### config.mk
export PLATFORM = sky130hd
export DESIGN_NAME = pll_lock_rst_seq
export DESIGN_NICKNAME = d
export VERILOG_FILES = /design/src/rtl/pll_lock_rst_seq_pkg.sv /design/src/rtl/pll_lock_rst_seq_sync_2ff.sv /design/src/rtl/pll_lock_rst_seq.sv
export SDC_FILE = /design/constraint.sdc
export NUM_CORES = 1
export LEC_CHECK = 0
export CAP_MARGIN = 20
export CORE_ASPECT_RATIO = 0.75
export CORE_UTILIZATION = 55
export CTS_BUF_LIST = sky130_fd_sc_hd__clkbuf_8 sky130_fd_sc_hd__clkbuf_16
export CTS_CLUSTER_SIZE = 24
export DETAILED_ROUTE_END_ITERATION = 16
export PLACE_DENSITY = 0.74
export SKIP_CTS_REPAIR_TIMING = 1
export SYNTH_ARGS = -nofsm -noshare
export SYNTH_HDL_FRONTEND = slang
export SYNTH_HIERARCHICAL = 1
export SYNTH_SLANG_ARGS = --single-unit
### constraint.sdc
create_clock -name clk -period 2.85 [get_ports clk]
set_input_delay 0.57 -clock clk [delete_from_list [all_inputs] [get_ports clk]]
set_output_delay 0.57 -clock clk [all_outputs]
set_load 0.03 [all_outputs]
### src/rtl/pll_lock_rst_seq_pkg.sv
// Shared definitions for the PLL lock / reset sequencer and the camera-side
// blocks: the sequencer state encoding, default 50 MHz cycle counts, the
// OV7670 power-up timing constants and the decoded-output payload.
package pll_lock_rst_seq_pkg;

    localparam int unsigned CLK_HZ     = 50_000_000;
    localparam int unsigned SEQ_CNT_W  = 17;

    // Microseconds to clk cycles at CLK_HZ.
    function automatic int unsigned us_to_cyc(input int unsigned us);
        return us * (CLK_HZ / 1_000_000);
    endfunction

    // OV7670 power-up timing, also used by the SCCB configuration block.
    localparam int unsigned OV7670_PWDN_CYC   = us_to_cyc(1000);
    localparam int unsigned OV7670_RST_CYC    = us_to_cyc(1000);
    localparam int unsigned OV7670_SETTLE_CYC = us_to_cyc(1000);

    // Sequencer defaults.
    localparam int unsigned LOCK_STABLE_CYC_DEF = 1024;
    localparam int unsigned SYS_RST_CYC_DEF     = 16;

    typedef enum logic [2:0] {
        ST_WAIT_LOCK  = 3'd0,
        ST_LOCK_QUAL  = 3'd1,
        ST_SYS_RST    = 3'd2,
        ST_CAM_PWDN   = 3'd3,
        ST_CAM_RST    = 3'd4,
        ST_CAM_SETTLE = 3'd5,
        ST_READY      = 3'd6
    } seq_state_e;

    // Level outputs that are a pure function of the sequencer state.
    typedef struct packed {
        logic sys_rst;
        logic cam_pwdn;
        logic cam_rst_n;
        logic ready;
    } seq_outs_t;

    // State to level-output decode.
    function automatic seq_outs_t decode_outs(input seq_state_e st);
        seq_outs_t o;
        o = '{sys_rst: 1'b1, cam_pwdn: 1'b1, cam_rst_n: 1'b0, ready: 1'b0};
        case (st)
            ST_CAM_PWDN:   o = '{sys_rst: 1'b0, cam_pwdn: 1'b1, cam_rst_n: 1'b0, ready: 1'b0};
            ST_CAM_RST:    o = '{sys_rst: 1'b0, cam_pwdn: 1'b0, cam_rst_n: 1'b0, ready: 1'b0};
            ST_CAM_SETTLE: o = '{sys_rst: 1'b0, cam_pwdn: 1'b0, cam_rst_n: 1'b1, ready: 1'b0};
            ST_READY:      o = '{sys_rst: 1'b0, cam_pwdn: 1'b0, cam_rst_n: 1'b1, ready: 1'b1};
            default:       o = '{sys_rst: 1'b1, cam_pwdn: 1'b1, cam_rst_n: 1'b0, ready: 1'b0};
        endcase
        return o;
    endfunction

endpackage

### src/rtl/pll_lock_rst_seq_sync_2ff.sv
// sync_2ff: 1-bit two-flop synchronizer with async active-low reset.
//   clk   : destination clock
//   rst_n : async active-low reset, both flops load RST_VAL
//   d     : asynchronous input
//   q     : synchronized output
module sync_2ff #(
    parameter logic RST_VAL = 1'b0
) (
    input  logic clk,
    input  logic rst_n,
    input  logic d,
    output logic q
);

    logic meta;

    // Two-stage capture of the asynchronous input.
    always_ff @(posedge clk or negedge rst_n) begin
        if (!rst_n) begin
            meta <= RST_VAL;
            q    <= RST_VAL;
        end else begin
            meta <= d;
            q    <= meta;
        end
    end

endmodule

### src/rtl/pll_lock_rst_seq.sv
// pll_lock_rst_seq: qualifies the PLL lock flag, then sequences the 50 MHz
// datapath reset, the OV7670 PWDN/RESET# power-up and the SCCB config start.
// Loss of lock after qualification restarts everything and sets lock_lost.
//   clk        : 50 MHz PLL output, the only clock
//   rst_n      : async active-low reset
//   pll_locked : PLL lock flag, asynchronous to clk
//   sys_rst    : active-high reset for downstream logic
//   cam_pwdn   : OV7670 PWDN, active high
//   cam_rst_n  : OV7670 RESET#, active low
//   cfg_start  : one-cycle SCCB configuration start pulse
//   ready      : sequence complete, held while lock holds
//   lock_lost  : sticky lock-loss flag, cleared only by rst_n
module pll_lock_rst_seq
    import pll_lock_rst_seq_pkg::*;
#(
    parameter int unsigned CNT_W           = SEQ_CNT_W,
    parameter int unsigned LOCK_STABLE_CYC = LOCK_STABLE_CYC_DEF,
    parameter int unsigned SYS_RST_CYC     = SYS_RST_CYC_DEF,
    parameter int unsigned CAM_PWDN_CYC    = OV7670_PWDN_CYC,
    parameter int unsigned CAM_RST_CYC     = OV7670_RST_CYC,
    parameter int unsigned CAM_SETTLE_CYC  = OV7670_SETTLE_CYC
) (
    input  logic clk,
    input  logic rst_n,
    input  logic pll_locked,
    output logic sys_rst,
    output logic cam_pwdn,
    output logic cam_rst_n,
    output logic cfg_start,
    output logic ready,
    output logic lock_lost
);

    logic             lk_s;
    seq_state_e       state;
    seq_state_e       state_nxt;
    logic [CNT_W-1:0] cnt;
    logic [CNT_W-1:0] cnt_nxt;
    logic [CNT_W-1:0] last_cnt;
    logic             lock_lost_nxt;
    logic             cfg_start_nxt;
    seq_outs_t        outs_nxt;

    sync_2ff #(
        .RST_VAL (1'b0)
    ) u_lock_sync (
        .clk   (clk),
        .rst_n (rst_n),
        .d     (pll_locked),
        .q     (lk_s)
    );

    // Terminal counter value of the current timed state.
    always_comb begin
        last_cnt = '0;
        case (state)
            ST_LOCK_QUAL:  last_cnt = CNT_W'(LOCK_STABLE_CYC - 1);
            ST_SYS_RST:    last_cnt = CNT_W'(SYS_RST_CYC - 1);
            ST_CAM_PWDN:   last_cnt = CNT_W'(CAM_PWDN_CYC - 1);
            ST_CAM_RST:    last_cnt = CNT_W'(CAM_RST_CYC - 1);
            ST_CAM_SETTLE: last_cnt = CNT_W'(CAM_SETTLE_CYC - 1);
            default:       last_cnt = '0;
        endcase
    end

    // Next state, counter and next-state output decode.
    always_comb begin
        state_nxt     = state;
        cnt_nxt       = cnt;
        lock_lost_nxt = lock_lost;

        case (state)
            ST_WAIT_LOCK: begin
                if (lk_s) begin
                    state_nxt = ST_LOCK_QUAL;
                end
            end
            ST_READY: begin
                if (!lk_s) begin
                    state_nxt     = ST_WAIT_LOCK;
                    lock_lost_nxt = 1'b1;
                end
            end
            default: begin
                // Lock loss takes priority over a coinciding expiry.
                if (!lk_s) begin
                    state_nxt = ST_WAIT_LOCK;
                    if (state != ST_LOCK_QUAL) begin
                        lock_lost_nxt = 1'b1;
                    end
                end else if (cnt == last_cnt) begin
                    case (state)
                        ST_LOCK_QUAL:  state_nxt = ST_SYS_RST;
                        ST_SYS_RST:    state_nxt = ST_CAM_PWDN;
                        ST_CAM_PWDN:   state_nxt = ST_CAM_RST;
                        ST_CAM_RST:    state_nxt = ST_CAM_SETTLE;
                        ST_CAM_SETTLE: state_nxt = ST_READY;
                        default:       state_nxt = ST_WAIT_LOCK;
                    endcase
                end else begin
                    cnt_nxt = cnt + CNT_W'(1);
                end
            end
        endcase

        if (state_nxt != state || state_nxt == ST_WAIT_LOCK) begin
            cnt_nxt = '0;
        end

        outs_nxt      = decode_outs(state_nxt);
        cfg_start_nxt = (state_nxt == ST_READY) && (state != ST_READY);
    end

    // State and phase counter.
    always_ff @(posedge clk or negedge rst_n) begin
        if (!rst_n) begin
            state <= ST_WAIT_LOCK;
            cnt   <= '0;
        end else begin
            state <= state_nxt;
            cnt   <= cnt_nxt;
        end
    end

    // Registered outputs, updated on the same edge as the state.
    always_ff @(posedge clk or negedge rst_n) begin
        if (!rst_n) begin
            sys_rst   <= 1'b1;
            cam_pwdn  <= 1'b1;
            cam_rst_n <= 1'b0;
            ready     <= 1'b0;
            cfg_start <= 1'b0;
            lock_lost <= 1'b0;
        end else begin
            sys_rst   <= outs_nxt.sys_rst;
            cam_pwdn  <= outs_nxt.cam_pwdn;
            cam_rst_n <= outs_nxt.cam_rst_n;
            ready     <= outs_nxt.ready;
            cfg_start <= cfg_start_nxt;
            lock_lost <= lock_lost_nxt;
        end
    end

endmodule

==> results.toml <==
[place]
dp.final_hpwl_mm = 2.313
place_congestion = 0.8110
place_area_um2 = 1628
port_buffers = 8
dpl_worst_slack_ns = 0.6978

[timing]
worst_slack_ns = 0.6430
tightest_slew_ns = 0.5471
setup_viol = 0
fin_crit_sh = 0.7744
post-route-min-period_ns = 2.207
final.setup.tns_ns = 0
hold_viol = 0
maxSlewViolCount = 0
slew_headroom = 0.6352
finClkSkew_ns = 0.01054
fmax_ghz = 0.4531
rsz0062_at_grt = "no"

[worst_setup_path]
crit_required_ns = 3.06
crit_path_end_kind = "register"
worst_r2r_startpoint = "state[1]"
crit_path_end = "ready"
path_class = "register to register"
slowest_delay_ns = 0.59
cpLargestDelayFamily = "simple AND/OR/NAND/NOR gates"
r2r_slack_ns = 0.64
worst-path-stages = 5
path_buf_inv = 0
cp_slowest_cell = "dfrtp_1"
critPathMaxFanout = 18
timing.rr.end = "ready"
cp-start-kind = "register"
cp_cell_sequence = "nor3b_1, mux2i_1, o2111ai_2, or4_4, a21oi_1"
cp.arrival_ns = 2.42
startpoint = "state[1]"
rr_worst_depth = 5

[floorplanning]
ios = 9
die_w_um = 63.03
core.rowCount = 16
die-area_um2 = 3011
core_area_um2 = 2623
die_h_um = 47.78
start_util = 0.5859

[pwr]
p_seq_frac = 0.433
power_frac_clock = 0.217
vdd_ir_drop_max_mv = 0.5482
power.share.switching = 0.3824
power.density_nw_per_um2 = 675.2
p_sw_uw = 434.5
p_int_uw = 701.8
leakage_uw = 0.0006495
comb_power_share = 0.350

[synthesis]
syn-num-nets = 164
synth_cell_types = 46
synth.area.top_cells = "dfrtp_1, nor2_1, xnor2_1"
synthArstFlopShare = 1.000
synth_seq_cells = 28
synth_edf_count = 0
synthCells = 160
synth_top_area_frac = 0.4235
yosysSeqAreaShare = 0.4577
yosysWarnings = 6
yosys.area.top_type = "dfrtp_1"
yosys_most_used_dff = "dfrtp_1"
yosysMostFrequentCell = "dfrtp_1"
syn_area_per_cell_um2 = 9.603
netlist_area_um2 = 1536
synthTopCellsByCount = "dfrtp_1, nor2_1, nand2_1"

[finish]
final_net_count = 172
fin_area_um2 = 1683
drive_above_1_share = 0.09581
antenna-diode-count = 0
area_growth_pct = 9.527
fin_util = 0.6417

[grt]
grt_max_degree = 29
first_global_vias = 1076
antenna_found_initial = 0
grt_overflow = 0
grt_pass1_wl_mm = 5.292
grt.total_usage = 0.2382

[route]
wl_per_cell_um = 15.60
firstDrtPassIters = 4
detail_route.drc_violations = 0
drt_wl_total_mm = 3.167
postRouteAntennaNets = 0
vias = 1223
vias_per_cell = 6.025
drt_iter0_markers = 61

[clock_tree]
root_buffer = "clkbuf_8"
path_clk_slew_ns = 0.10
cts_buffers = 3
htreeDepth = 1
clock_latency_ns = 0.28
cts_tree = "done"
cts_sinks = 28
ctsLongestPathBuffers = 2

[hold_path]
hold_path.class = "register to register"
worstHoldStart = "u_lock_sync/meta"

[job]
maxCapViolations = 0

[run_status]
outcome = "finished, final reports clean"
==> final cells by class <==
type                            instances  area [um^2]
Timing Repair Buffer                    9        87.58
Multi-Input combinational cell        122        777.0
Clock buffer                            4        55.05
Tap cell                               36        45.04
Fill cell                             206        939.7
Inverter                                4        15.01
Sequential cell                        28        703.2
==> through the flow <==
step | hold WS (ns) | power [uW] | std cells
2_1_floorplan | 0.2744 | 812.5 | 160
5_1_grt | 0.3825 | 1220 | 203
4_1_cts | 0.3810 | 1138 | 203
6_report | 0.3726 | 1136 | 203
3_5_place_dp | 0.3603 | 891.1 | 199
3_3_place_gp | 0.3406 | 867.8 | 199
==> per-layer routing <==
metal	track usage	routed length, um
met3	0.05000	179
met5	0	0
met1	0.3393	1496
met4	0.07907	55
met2	0.3677	1435
==> kinds of logic (layout without fill, tap and decap cells) <==
| kind of cell | Yosys count | in the layout | synth area share |
|---|---|---|---|
| compound gates | 25 | 25 | 0.1287 |
| xor+xnor | 16 | 16 | 0.09120 |
| fa+ha+maj | 1 | 1 | 0.008142 |
| buf+inv | 10 | 17 | 0.03664 |
| flops | 28 | 28 | 0.4577 |
| mux | 2 | 2 | 0.01303 |
| simple gates | 78 | 78 | 0.2647 |
==> worst register-to-register path, delay by kind of cell (launching register included) <==
| kind | cells | cell delay, ns |
|---|---|---|
| DFF | 1 | 0.59 |
| muxes | 1 | 0.34 |
| and+or+nand+nor | 2 | 0.84 |
| AOI/OAI and AO/OA | 2 | 0.38 |
==> flip-flops by register name, summed over array words and instances, names as in the netlist <==
name / cells
sys_rst: 1
ready: 1
u_lock_sync/meta: 1
cnt: 17
cam_pwdn: 1
cfg_start: 1
lock_lost: 1
u_lock_sync/q: 1
cam_rst_n: 1
state: 3
==> worst min path at each step <==
| stage | to | slack (ns) | cells after the start |
|---|---|---|---|
| finish | u_lock_sync/q | 0.37 | 0 |
| global route | u_lock_sync/q | 0.38 | 0 |
| CTS | u_lock_sync/q | 0.38 | 0 |
| detailed placement | u_lock_sync/q | 0.36 | 0 |
| global placement | u_lock_sync/q | 0.34 | 0 |
| floorplan | cam_rst_n | 0.27 | 0 |
==> power by group through the flow <==
stage	logic [uW]	clock network, uW	registers [uW]
2_1_floorplan	340	0	472
6_report	397	247	492
3_3_place_gp	374	0	494
5_1_grt	449	270	502
4_1_cts	396	252	490
3_5_place_dp	394	0	497
==> cells in the final DEF (no fill, tap or decap), drive strengths merged, types with 2 or more instances in the layout <==
master and n:
dfrtp 26, nor2 25, nand2 11, xnor2 10, nand3 9, clkdlybuf4s50 8
nor3 7, nand4 7, xor2 6, inv 4, clkbuf 4, nor4 3
a21oi 3, and3 3, o211ai 3, and2 2, or3 2, or2b 2
mux2i 2, a31oi 2, a31o 2, a41oi 2, o21ai 2, dfstp 2
and4 2
Power figures use the tool's default switching activity.
